==> src/rtl/avl_sdram_pkg.sv <==
// Shared types and default sizing for the Avalon SDRAM command master.
package avl_sdram_pkg;

  localparam int AVL_ADDR_W      = 25;
  localparam int AVL_DATA_W      = 16;
  localparam int AVL_TIMEOUT_DEF = 128;

  typedef enum logic [2:0] {
    IDLE    = 3'd0,
    WR_REQ  = 3'd1,
    RD_REQ  = 3'd2,
    RD_WAIT = 3'd3,
    RESP    = 3'd4
  } avl_state_t;

  typedef struct packed {
    logic                  write;
    logic                  err;
    logic [AVL_DATA_W-1:0] rdata;
  } avl_rsp_t;

endpackage

==> src/rtl/avl_sdram_master.sv <==
// Single-outstanding Avalon-MM master: one command in, one bus transaction,
// one response out. Bus waits are bounded by TIMEOUT cycles, after which
// the transaction is abandoned and an error response is returned.
module avl_sdram_master
  import avl_sdram_pkg::*;
#(
  parameter int ADDR_WIDTH = AVL_ADDR_W,
  parameter int DATA_WIDTH = AVL_DATA_W,
  parameter int BE_WIDTH   = DATA_WIDTH / 8,
  parameter int TIMEOUT    = AVL_TIMEOUT_DEF
) (
  input  logic                  clk,
  input  logic                  reset,
  // command stream
  input  logic                  cmd_valid,
  output logic                  cmd_ready,
  input  logic                  cmd_write,
  input  logic [ADDR_WIDTH-1:0] cmd_addr,
  input  logic [DATA_WIDTH-1:0] cmd_wdata,
  input  logic [BE_WIDTH-1:0]   cmd_be,
  // response stream
  output logic                  rsp_valid,
  input  logic                  rsp_ready,
  output logic                  rsp_write,
  output logic [DATA_WIDTH-1:0] rsp_rdata,
  output logic                  rsp_err,
  // Avalon master
  output logic [ADDR_WIDTH-1:0] address,
  output logic [BE_WIDTH-1:0]   byteenable_n,
  output logic                  chipselect,
  output logic                  read_n,
  output logic                  write_n,
  output logic [DATA_WIDTH-1:0] writedata,
  input  logic [DATA_WIDTH-1:0] readdata,
  input  logic                  readdatavalid,
  input  logic                  waitrequest
);

  localparam int CW = $clog2(TIMEOUT + 1);

  avl_state_t            state_q, state_d;
  logic [CW-1:0]         cnt_q, cnt_d;
  logic                  cmd_ready_q, cmd_ready_d;
  logic                  rsp_valid_q, rsp_valid_d;
  logic                  rsp_write_q, rsp_write_d;
  logic [DATA_WIDTH-1:0] rsp_rdata_q, rsp_rdata_d;
  logic                  rsp_err_q, rsp_err_d;
  logic [ADDR_WIDTH-1:0] address_q, address_d;
  logic [DATA_WIDTH-1:0] writedata_q, writedata_d;
  logic [BE_WIDTH-1:0]   be_n_q, be_n_d;
  logic                  cs_q, cs_d;
  logic                  read_n_q, read_n_d;
  logic                  write_n_q, write_n_d;
  logic                  expired;

  // Next-state and next-output logic; every bus/response output is registered.
  always_comb begin
    state_d     = state_q;
    cnt_d       = cnt_q;
    rsp_write_d = rsp_write_q;
    rsp_rdata_d = rsp_rdata_q;
    rsp_err_d   = rsp_err_q;
    address_d   = address_q;
    writedata_d = writedata_q;
    be_n_d      = be_n_q;
    cs_d        = cs_q;
    read_n_d    = read_n_q;
    write_n_d   = write_n_q;
    expired     = 1'b0;

    unique case (state_q)
      IDLE: begin
        if (cmd_valid && cmd_ready_q) begin
          address_d   = cmd_addr;
          writedata_d = cmd_wdata;
          be_n_d      = ~cmd_be;
          cs_d        = 1'b1;
          cnt_d       = '0;
          rsp_write_d = cmd_write;
          if (cmd_write) begin
            write_n_d = 1'b0;
            state_d   = WR_REQ;
          end else begin
            read_n_d = 1'b0;
            state_d  = RD_REQ;
          end
        end
      end

      WR_REQ: begin
        cnt_d = cnt_q + CW'(1);
        if (!waitrequest) begin
          write_n_d   = 1'b1;
          cs_d        = 1'b0;
          rsp_err_d   = 1'b0;
          rsp_rdata_d = '0;
          state_d     = RESP;
        end else if (cnt_d == CW'(TIMEOUT)) begin
          expired = 1'b1;
        end
      end

      RD_REQ: begin
        cnt_d = cnt_q + CW'(1);
        if (!waitrequest && readdatavalid) begin
          // data returned on the same edge the request was taken
          read_n_d    = 1'b1;
          cs_d        = 1'b0;
          rsp_err_d   = 1'b0;
          rsp_rdata_d = readdata;
          state_d     = RESP;
        end else if (cnt_d == CW'(TIMEOUT)) begin
          expired = 1'b1;
        end else if (!waitrequest) begin
          read_n_d = 1'b1;
          state_d  = RD_WAIT;
        end
      end

      RD_WAIT: begin
        cnt_d = cnt_q + CW'(1);
        if (readdatavalid) begin
          cs_d        = 1'b0;
          rsp_err_d   = 1'b0;
          rsp_rdata_d = readdata;
          state_d     = RESP;
        end else if (cnt_d == CW'(TIMEOUT)) begin
          expired = 1'b1;
        end
      end

      RESP: begin
        if (rsp_ready) state_d = IDLE;
      end

      default: state_d = IDLE;
    endcase

    // Abandon the bus: strobes idle, error response with no data.
    if (expired) begin
      read_n_d    = 1'b1;
      write_n_d   = 1'b1;
      cs_d        = 1'b0;
      rsp_err_d   = 1'b1;
      rsp_rdata_d = '0;
      state_d     = RESP;
    end

    cmd_ready_d = (state_d == IDLE);
    rsp_valid_d = (state_d == RESP);
  end

  // State and output registers with synchronous reset.
  always_ff @(posedge clk) begin
    if (reset) begin
      state_q     <= IDLE;
      cnt_q       <= '0;
      cmd_ready_q <= 1'b0;
      rsp_valid_q <= 1'b0;
      rsp_write_q <= 1'b0;
      rsp_rdata_q <= '0;
      rsp_err_q   <= 1'b0;
      address_q   <= '0;
      writedata_q <= '0;
      be_n_q      <= '1;
      cs_q        <= 1'b0;
      read_n_q    <= 1'b1;
      write_n_q   <= 1'b1;
    end else begin
      state_q     <= state_d;
      cnt_q       <= cnt_d;
      cmd_ready_q <= cmd_ready_d;
      rsp_valid_q <= rsp_valid_d;
      rsp_write_q <= rsp_write_d;
      rsp_rdata_q <= rsp_rdata_d;
      rsp_err_q   <= rsp_err_d;
      address_q   <= address_d;
      writedata_q <= writedata_d;
      be_n_q      <= be_n_d;
      cs_q        <= cs_d;
      read_n_q    <= read_n_d;
      write_n_q   <= write_n_d;
    end
  end

  assign cmd_ready    = cmd_ready_q;
  assign rsp_valid    = rsp_valid_q;
  assign rsp_write    = rsp_write_q;
  assign rsp_rdata    = rsp_rdata_q;
  assign rsp_err      = rsp_err_q;
  assign address      = address_q;
  assign writedata    = writedata_q;
  assign byteenable_n = be_n_q;
  assign chipselect   = cs_q;
  assign read_n       = read_n_q;
  assign write_n      = write_n_q;

endmodule
==> config.mk <==
export PLATFORM = sky130hd
export DESIGN_NAME = avl_sdram_master
export DESIGN_NICKNAME = d
export VERILOG_FILES = /design/src/rtl/avl_sdram_pkg.sv /design/src/rtl/avl_sdram_master.sv
export SDC_FILE = /design/constraint.sdc
export NUM_CORES = 1
export LEC_CHECK = 0
export ABC_AREA = 1
export BUFFER_PORTS_ARGS = -buffer_cell sky130_fd_sc_hd__clkbuf_2
export CELL_PAD_IN_SITES_DETAIL_PLACEMENT = 1
export CELL_PAD_IN_SITES_GLOBAL_PLACEMENT = 2
export CORE_MARGIN = 3
export CORE_UTILIZATION = 26
export CTS_BUF_LIST = sky130_fd_sc_hd__clkbuf_8
export CTS_CLUSTER_DIAMETER = 40
export DETAILED_ROUTE_END_ITERATION = 8
export GPL_ROUTABILITY_DRIVEN = 0
export PLACE_DENSITY_LB_ADDON = 0.1
export SYNTH_ARGS = -nofsm -noshare
export SYNTH_HDL_FRONTEND = slang
export SYNTH_SLANG_ARGS = --single-unit
==> constraint.sdc <==
create_clock -name clk -period 2.4 [get_ports clk]
set_clock_uncertainty 0.15 [all_clocks]
set_input_delay 0.24 -clock clk [delete_from_list [all_inputs] [get_ports clk]]
set_output_delay 0.24 -clock clk [all_outputs]
set_load 0.005 [all_outputs]
==> flow_metrics.py <==
metrics = {
    "synth": {
        "synth_top_area_share_pct": 50.9,
        "synth_common_cells": "nor2_1 (97), dfxtp_1 (77), nand2_1 (64), o21ai_0 (46), a21oi_1 (30)",
        "synth.most_common_cell": "nor2_1",
        "synth.area.top_cells": "dfxtp_1 (51%), nor2_1 (12%), nand2_1 (7.9%)",
        "syn_nets": 467,
        "synth.distinct_cells": 31,
        "yosysWarnings": 0,
        "ys_seq_area_share_pct": 50.9,
        "synth-seq-cells": 77,
        "ys.flop_type": "dfxtp_1",
        "synth-edff-count": 0,
        "synth_largest_area_cell": "dfxtp_1",
        "syn_inst": 400,
        "synth_area_per_cell_sq_um": 7.58,
        "synth.cell_area_sq_mm": 0.00303,
        "synthArstFlopShare_pct": 0,
    },
    "global_routing": {
        "grt-ovfl-total": 0,
        "grt_pass1_wl_um": 16900,
        "grt_pass1_vias": 3477,
        "grt_max_degree": 45,
        "grt_antenna_before_repair": 0,
        "grt.total_usage_pct": 16.3,
    },
    "clocking": {
        "cts_root_buf": "clkbuf_8",
        "clkSlewWorstSetupHoldPaths_ns": 0.08,
        "cts_num_sinks": 77,
        "tritoncts.num_buffers": 9,
        "clk_latency_ns": 0.35,
        "cts_max_path_buffers": 2,
        "postCtsSetupBuffers": 0,
        "h-tree-depth": 3,
        "cts_tree": "built",
    },
    "sta": {
        "grt_setup_unrepaired": "no",
        "max_freq_ghz": 0.491,
        "setup_tns_ns": 0,
        "worst_pin_slew_ns": 0.437,
        "finalSetupViolCount": 0,
        "slew_violations": 0,
        "finalCritPeriodShare_pct": 84.8,
        "hold_viol_final": 0,
        "fin_crit_ns": 2.04,
        "max_slew_margin_pct": 70.7,
    },
    "die": {
        "die_w_um": 114,
        "io_pins": 132,
        "initial_core_util_pct": 27.2,
        "fp-row-count": 38,
        "die_h_um": 114,
        "die_area_sq_mm": 0.0130,
        "core_area_sq_mm": 0.0111,
    },
    "detailed_routing": {
        "via_per_inst": 4.57,
        "vias": 3350,
        "wl_um": 10300,
        "firstDrtPassIters": 4,
        "ant_nets": 0,
        "wl_per_cell_um": 14.0,
        "drc": 0,
        "drt_iter0_markers": 91,
    },
    "worst_setup_path": {
        "startpoint_type": "register",
        "slowest_delay_ns": 0.41,
        "crit_slowest_cell": "dfxtp_1",
        "worst_ep_arrival_time_ns": 2.16,
        "timing.setup.critical_path_class": "reg2reg",
        "cp.required_ns": 2.53,
        "worstSetupStartpoint": "cnt_q[0]$_SDFFE_PP0P_",
        "crit_path_end_kind": "register",
        "worst-path-max-fanout": 18,
        "crit_chain": "ha_1, nand3_1, xnor2_1, nor2_1, nand4_4, nand2_4, inv_1, o211ai_1",
        "rr_startpoint": "cnt_q[0]$_SDFFE_PP0P_",
    },
    "job": {
        "maxCapViolCount": 0,
    },
    "final_layout": {
        "antenna_cells": 0,
        "multiInputGateArea_sq_mm": 0.00132,
        "area_delta_synth_final_pct": 50.5,
        "num-nets-final": 655,
        "drive_gt1_share_pct": 27.5,
        "seqCellArea_sq_mm": 0.00154,
        "nFillCells": 1431,
    },
    "min_path": {
        "min_path_type": "in2reg",
        "hp-start": "cmd_write",
    },
    "power_and_ir_drop": {
        "ir_worst_vdd_uv": 324,
        "power_density_mw_per_mm2": 625,
        "total_leakage_power_nw": 2.14,
        "power_mw": 2.85,
    },
    "run_status": {
        "status": "completed",
    },
    "placement": {
        "place_hpwl_um": 6770,
        "port_buffers": 131,
    },
}
[power breakdown]
part           leakage [nW]  internal, mW  total (mW)  switching [mW]
logic                  1.41         0.241       0.539           0.299
registers             0.628          1.38        1.43          0.0513
clock network        0.0984         0.393       0.883           0.490
total                  2.14          2.01        2.85           0.840
[area by class of cell]
| class | count | area share (%) |
|---|---|---|
| well taps | 140 | 3.84 |
| clock buffers | 10 | 3.02 |
| inverters | 19 | 1.62 |
| flip-flops and latches | 77 | 33.8 |
| repair buffers | 195 | 28.1 |
| clock inverters | 6 | 0.686 |
| multi-input cells | 286 | 28.9 |
[worst paths after layout]
path	slack [ns]	depth (start not counted)	endpoint
worst max-delay path	0.36	8	write_n$_SDFFE_PP1P_
worst min-delay path	0.04	3	rsp_write$_SDFFE_PP0P_
worst max register to register	0.36	8	write_n$_SDFFE_PP1P_
worst min register to register	0.32	2	rsp_rdata[8]$_SDFFE_PP0P_
[state kept, by name, summed over array words and instances, names as in the netlist, 2 cells and up]
name          count
address          25
rsp_rdata        16
writedata        16
cnt_q             8
state_q           3
byteenable_n      2
[kinds of logic after synthesis]
group / after synthesis / synth area share, %
AO/OA/AOI/OAI: 87 / 15.0
flip-flops: 77 / 50.9
buffers and inverters: 37 / 5.66
AND/OR/NAND/NOR: 197 / 27.7
XOR/XNOR: 1 / 0.289
adder cells (fa/ha/maj): 1 / 0.413
[metal layers]
layer / GRT usage (%) / wire length, um / vias up
met1: 18.1 / 4370 / 1567
met3: 5.57 / 715 / 14
met2: 28.6 / 4990 / 96
li1: - / - / 1673
met5: 0 / 0 / -
met4: 6.10 / 204 / 0
[critical path: cells and delay by family, from the launching register on]
family          cells  cell delay, ns
compound gates      1            0.09
buf+inv             1            0.10
fa+ha+maj           1            0.22
flops               1            0.41
simple gates        4            0.82
xor+xnor            1            0.18
[layout by cell type, fill, tap and decap left out, types with 2 or more instances in the layout]
master	count
nand3_1	27
nand2_1	64
clkbuf_8	10
o21ai_0	46
inv_1	17
dfxtp_1	77
buf_4	5
o21ai_1	3
clkbuf_2	131
nor2_2	3
inv_2	2
dlygate4sd3_1	59
a21oi_1	30
nor2_1	97
clkinv_2	3
[repair_timing]
action,in CTS,in global routing
hold buffers,59,0
resized for setup,0,0
endpoints found under the hold margin,59,0
[metrics by stage]
step | hold WS [ns] | utilization (%) | area, sq um | instances | setup slack, ns
after floorplan | 0.159 | - | 3030 | 400 | 0.644
after global placement | 0.286 | 34.2 | 3800 | 658 | 0.480
after detailed placement | 0.287 | 34.2 | 3800 | 658 | 0.375
after CTS | 0.0314 | 41.0 | 4560 | 733 | 0.352
after global routing | 0.0608 | 41.0 | 4560 | 733 | 0.156
final | 0.0419 | 41.0 | 4560 | 733 | 0.364
(Power assumes the default switching activity.)
